**config.mk**
```make
export PLATFORM = sky130hd
export DESIGN_NAME = ahb_sram_slave
export DESIGN_NICKNAME = d
export VERILOG_FILES = /design/src/rtl/ahb_sram_slave.sv
export SDC_FILE = /design/constraint.sdc
export NUM_CORES = 2
export LEC_CHECK = 0
export CAP_MARGIN = 10
export CORE_MARGIN = 5
export CORE_UTILIZATION = 36
export CTS_CLUSTER_SIZE = 16
export DETAILED_ROUTE_END_ITERATION = 12
export PLACE_DENSITY_LB_ADDON = 0.12
export SLEW_MARGIN = 20
export SYNTH_ARGS = -nofsm -noshare
export SYNTH_HDL_FRONTEND = slang
export SYNTH_SLANG_ARGS = --single-unit
```
**constraint.sdc**
```tcl
create_clock -name HCLK -period 2.6 [get_ports HCLK]
set_clock_uncertainty 0.1 [all_clocks]
set_input_delay 0.52 -clock HCLK [delete_from_list [all_inputs] [get_ports HCLK]]
set_output_delay 0.52 -clock HCLK [all_outputs]
set_load 0.01 [all_outputs]
```
**src/rtl/ahb_sram_slave.sv**
```systemverilog
// AHB-Lite slave with a local register-array memory.
// Accepts pipelined address/data phases, inserts WAIT_STATES wait cycles per
// OKAY beat, and returns the two-cycle ERROR response for illegal transfers.
// Optional macro AHB_SLV_RETRY_EN adds the slave_busy input and the two-cycle
// RETRY response.
module ahb_sram_slave #(
  parameter int          MEM_DEPTH   = 64,
  parameter logic [31:0] BASE_ADDR   = 32'h0000_0000,
  parameter int          WAIT_STATES = 1
) (
  input  logic        HCLK,
  input  logic        HRESETn,
  input  logic        HSEL,
  input  logic [31:0] HADDR,
  input  logic [1:0]  HTRANS,
  input  logic        HWRITE,
  input  logic [2:0]  HSIZE,
  input  logic [2:0]  HBURST,
  input  logic [31:0] HWDATA,
  input  logic        HREADY,
  output logic        HREADYOUT,
  output logic [1:0]  HRESP,
  output logic [31:0] HRDATA
`ifdef AHB_SLV_RETRY_EN
  ,
  input  logic        slave_busy
`endif
);

  localparam int          AW    = $clog2(MEM_DEPTH);
  localparam logic [32:0] LIMIT = {1'b0, BASE_ADDR} + 33'(4 * MEM_DEPTH);
  localparam logic [3:0]  WS    = 4'(WAIT_STATES);

  typedef enum logic [2:0] {
    ST_IDLE,
    ST_WAIT,
    ST_DONE,
    ST_ERR1,
    ST_ERR2
`ifdef AHB_SLV_RETRY_EN
    ,
    ST_RTY1,
    ST_RTY2
`endif
  } state_t;

  state_t          state;
  state_t          next_state;
  logic [3:0]      wait_cnt;
  logic [31:0]     cap_addr;
  logic            cap_write;
  logic [2:0]      cap_size;
  logic [31:0]     mem [MEM_DEPTH];

  logic            accept;
  logic            capture;
  logic            misaligned;
  logic            in_range;
  logic            legal;
  logic [3:0]      byte_en;
  logic [AW-1:0]   word_idx;
  logic            unused_bits;

  // A new address phase is only taken while no data phase is stalling the bus.
  always_comb begin
    accept = (state == ST_IDLE) || (state == ST_DONE) || (state == ST_ERR2);
`ifdef AHB_SLV_RETRY_EN
    if (state == ST_RTY2) accept = 1'b1;
`endif
    capture    = accept && HSEL && HREADY && HTRANS[1];
    misaligned = ((HSIZE == 3'b001) && HADDR[0]) ||
                 ((HSIZE == 3'b010) && (HADDR[1:0] != 2'b00));
    in_range   = ({1'b0, HADDR} >= {1'b0, BASE_ADDR}) && ({1'b0, HADDR} < LIMIT);
    legal      = (HSIZE <= 3'b010) && !misaligned && in_range;
  end

  // State register.
  always_ff @(posedge HCLK) begin
    if (!HRESETn) state <= ST_IDLE;
    else          state <= next_state;
  end

  // Next-state selection; accepting states chain straight into the next beat.
  always_comb begin
    next_state = state;
    case (state)
      ST_WAIT: if (wait_cnt == WS) next_state = ST_DONE;
      ST_ERR1: next_state = ST_ERR2;
`ifdef AHB_SLV_RETRY_EN
      ST_RTY1: next_state = ST_RTY2;
`endif
      default: begin
        if (!capture)                next_state = ST_IDLE;
        else if (!legal)             next_state = ST_ERR1;
`ifdef AHB_SLV_RETRY_EN
        else if (slave_busy)         next_state = ST_RTY1;
`endif
        else if (WS != 4'd0)         next_state = ST_WAIT;
        else                         next_state = ST_DONE;
      end
    endcase
  end

  // Address-phase capture and wait counter (counts 1..WAIT_STATES in WAIT).
  always_ff @(posedge HCLK) begin
    if (!HRESETn) begin
      cap_addr  <= 32'd0;
      cap_write <= 1'b0;
      cap_size  <= 3'd0;
      wait_cnt  <= 4'd0;
    end else begin
      if (capture) begin
        cap_addr  <= HADDR;
        cap_write <= HWRITE;
        cap_size  <= HSIZE;
      end
      if (next_state == ST_WAIT)
        wait_cnt <= (state == ST_WAIT) ? wait_cnt + 4'd1 : 4'd1;
      else
        wait_cnt <= 4'd0;
    end
  end

  // Little-endian byte lanes touched by the captured size and low address bits.
  always_comb begin
    word_idx = cap_addr[AW+1:2];
    case (cap_size[1:0])
      2'b00:   byte_en = 4'b0001 << cap_addr[1:0];
      2'b01:   byte_en = cap_addr[1] ? 4'b1100 : 4'b0011;
      default: byte_en = 4'b1111;
    endcase
  end

  // Bus response outputs decoded from the state; read data only in DONE.
  always_comb begin
    HREADYOUT = 1'b1;
    HRESP     = 2'b00;
    HRDATA    = 32'd0;
    case (state)
      ST_WAIT: HREADYOUT = 1'b0;
      ST_DONE: if (!cap_write) HRDATA = mem[word_idx];
      ST_ERR1: begin HREADYOUT = 1'b0; HRESP = 2'b01; end
      ST_ERR2: HRESP = 2'b01;
`ifdef AHB_SLV_RETRY_EN
      ST_RTY1: begin HREADYOUT = 1'b0; HRESP = 2'b10; end
      ST_RTY2: HRESP = 2'b10;
`endif
      default: ;
    endcase
  end

  // Memory write commits at the end of a write's DONE cycle; never cleared.
  always_ff @(posedge HCLK) begin
    if (HRESETn && (state == ST_DONE) && cap_write) begin
      for (int i = 0; i < 4; i++)
        if (byte_en[i]) mem[word_idx][8*i +: 8] <= HWDATA[8*i +: 8];
    end
  end

  assign unused_bits = ^{HBURST, HTRANS[0], cap_addr[31:AW+2], cap_size[2]};

endmodule

```
==> summary.txt <==
Critical path
  • Worst r2r path cells: 4
  • Top delay family on crit path: multiplexers
  • Crit path depth: 8
  • Worst r2r src: cap_addr[7]$_SDFFE_PN0N_
  • Max incr delay on CP: 0.56 ns
  • CP Class: flip-flop to output pin
  • Slack of the worst reg-to-reg path: roughly 0.030 ns
  • Crit. End Element: output pin
  • Crit Path Max Fanout: 6
  • Worst setup path endpoint: HRDATA[4]
  • WP data arrival: 3.55 ns
  • Slowest cell on the critical path: mux4_2
  • CP startpoint kind: flip-flop
  • Reg2reg end: mem[44][29]$_DFFE_PP_
  • CP Buf/Inv Count: 5
  • CP required: 1.98 ns
  • Crit path cell chain: buf_12 -> buf_16 -> buf_16 -> buf_6 -> mux4_2 -> mux4_2 -> a221o_2 -> buf_6

Cells and area
  • Most frequent cells in the layout: 2048 x edfxtp_1, 598 x buf_4, 570 x mux4_2
  • Final Cell Area: between 100000 and 150000 µm²
  • Most common cell after layout, fill and taps aside: edfxtp_1
  • Area delta synth->final: 27.78%
  • Nets@finish: 4770
  • Share of cells above drive strength 1: 42.22%

Route
  • Pre-antenna DRT Iters: 7
  • Detail Route Antenna Nets: 0
  • DRC: 0
  • Via density: roughly 5.3
  • DR iter-0 viols: 4421
  • WL final: 246200 µm
  • Wire length per cell: 31.32 µm
  • Vias: 41870

Status
  • Violated checks: negative setup slack
  • Status: complete, but fails checks

Placed design
  • Cell Area, Placed: 92080 µm²
  • IO Port Bufs: 106
  • DP Wirelength: 161400 µm
  • Gpl congestion: 0.8351
  • Place WS: -1.376 ns

Timing
  • Final setup violation count: 32
  • Worst-margin pin slew: 1.147 ns
  • Period utilization: 160.5%
  • Crit path time final: 4.174 ns
  • F_max: 239.6 MHz
  • Unrepaired setup endpoints after global routing: yes
  • Fin. max-slew vios: 0
  • Final hold vios: 0
  • Relative slew slack: 23.22%
  • Fin worst setup slack: -1.574 ns

Die
  • Core Area: 222300 µm²
  • Die ar.: 232900 µm²
  • Die H: 482.6 µm
  • Die X: 482.6 µm
  • # rows: 173
  • Initial core utilization: 36.17%
  • I/O Pins: 112

Synth
  • Yosys cell types: 59
  • Post-synth EDFFs: 2048
  • Sequential share of the synthesized area: 77.09%
  • FF+latch count, synth: between 2000 and 2500
  • Post-Syn Nets: roughly 3700
  • Yosys warnings: 0
  • Main synth FF type: edfxtp_1
  • Synthesized area: 80400 µm²
  • Syn avg cell area: 22.00 µm²
  • Syn Inst Count: 3654
  • Ys async rst share: 0%

Clocking
  • CTS Root Cell: clkbuf_16
  • Clock slew at reported path FFs: 0.06 ns
  • H-tree Lvls: 4
  • CTS buffer count: 218
  • CTS tree: built
  • Clock Latency Late Sink: 0.86 ns
  • Total clock sinks: 2072
  • Clock tree buffer depth: 3

GRT
  • First-pass GRT wire length: roughly 340000 µm
  • Initial antenna violation count: 8
  • Total gr overflow: 0
  • Vias in the first global route: 42190
  • Largest net degree at the start of global routing: 65
  • Tot GR Track Use: between 20% and 30%

Flow run
  • Max_cap viols: 0

Worst hold path
  • Worst hold path class: input port to flip-flop

Power
  • P_leak: ~33 nW
  • Peak VDD IR: 628.6 µV
  • Pwr Density: 687.8 nW/µm²
per-layer routing:
layer | global-route usage, % | up-vias | wire length, µm
met4 | 5.561 | 2 | 6710
met1 | 29.78 | 22760 | 106600
met5 | 0 | - | 12
met3 | 3.825 | 315 | 15190
met2 | 33.44 | 1320 | 117800
li1 | - | 17480 | -
power breakdown:
part	internal [mW]	leakage [nW]	switching, mW
Clock	17.7	3.43	13.1
Sequential	36.7	18.6	0.0206
Combinational	1.43	10.6	1.72
Total	55.9	32.6	14.8
repair_timing:
item	CTS	global route
resized for setup	382	176
hold endpoints to repair	9	0
pin swaps	68	68
cloned	12	5
setup endpoints to repair	105	356
setup buffers	91	100
hold buffers	1	0
cells by family after synthesis:
group | count (synthesis) | share of synthesized area [%]
flip-flops | 2072 | 77.09
AO/OA/AOI/OAI | 193 | 1.620
adder cells (fa/ha/maj) | 2 | 0.03112
multiplexers | 667 | 17.19
buffers and inverters | 213 | 1.355
other | 1 | 0.004664
AND/OR/NAND/NOR | 504 | 2.692
XOR/XNOR | 2 | 0.02179
final cells by class:
type	count	area (µm²)
fillers	18700	119600
flip-flops and latches	2072	62000
multi-input cells	1369	18540
repair buffers	1025	11370
clock buffers	276	5798
well taps	2975	3722
clock inverters	132	1264
inverters	5	25.02
diodes	7	17.52
synth_stat cells (all sizes together) (3+ instances only):
library cell  number  area, µm²
edfxtp          2048      61500
mux4             570      12840
nor2             291       1092
buf              133      788.2
nand2            101      379.1
mux2i             88      880.8
clkbuf            75      282.8
a21oi             41      205.2
nor2b             38      237.7
a211oi            30      225.2
a22oi             30      225.2
o22ai             26      162.7
dfxtp             24      480.5
o21ai             19      95.09
nand3             15      75.07
nor3              14      70.07
mux2               9      101.4
nand2b             9      56.30
nor3b              7      52.55
nor4               7      43.79
a22o               6      52.55
a31oi              6      37.54
a21boi             5      37.54
inv                5      18.77
o221ai             5      43.79
a2111oi            4      35.03
a221oi             4      35.03
and2               4      25.02
or2                4      25.02
a221o              3      30.03
and3               3      18.77
and3b              3      26.28
registers in the layout (all words and copies together), names as in the netlist, named ones only:
| register | count |
|---|---|
| wait_cnt | 4 |
| state | 3 |
| cap_write | 1 |
| mem | 2048 |
| cap_addr | 8 |
| cap_size | 2 |
through the flow:
step	instances	hold slack [ns]	setup TNS (ns)	power (mW)	utilization, %
finish	7861	0.04135	-45.81	70.66	46.21
global placement	7273	0.3774	-59.48	40.14	41.42
CTS	7771	0.008628	-49.86	71.25	45.61
floorplan	3654	0.3541	-1.116	38.57	-
detailed placement	7273	0.3822	-84.43	40.16	41.42
global route	7857	0.007472	-49.18	72.96	46.21
how the worst min path moves through the flow:
stage	startpoint	end	slack, ns	depth (start not counted)
CTS	HWDATA[31]	mem[48][31]$_DFFE_PP_	0.009	1
global placement	wait_cnt[0]$_SDFF_PN0_	wait_cnt[0]$_SDFF_PN0_	0.38	1
detailed placement	wait_cnt[0]$_SDFF_PN0_	wait_cnt[0]$_SDFF_PN0_	0.38	1
floorplan	wait_cnt[0]$_SDFF_PN0_	wait_cnt[0]$_SDFF_PN0_	0.35	1
global route	HWDATA[2]	mem[32][2]$_DFFE_PP_	0.007	2
finish	HWDATA[2]	mem[32][2]$_DFFE_PP_	0.04	2
Note: power is estimated with default switching activity, not from simulation.
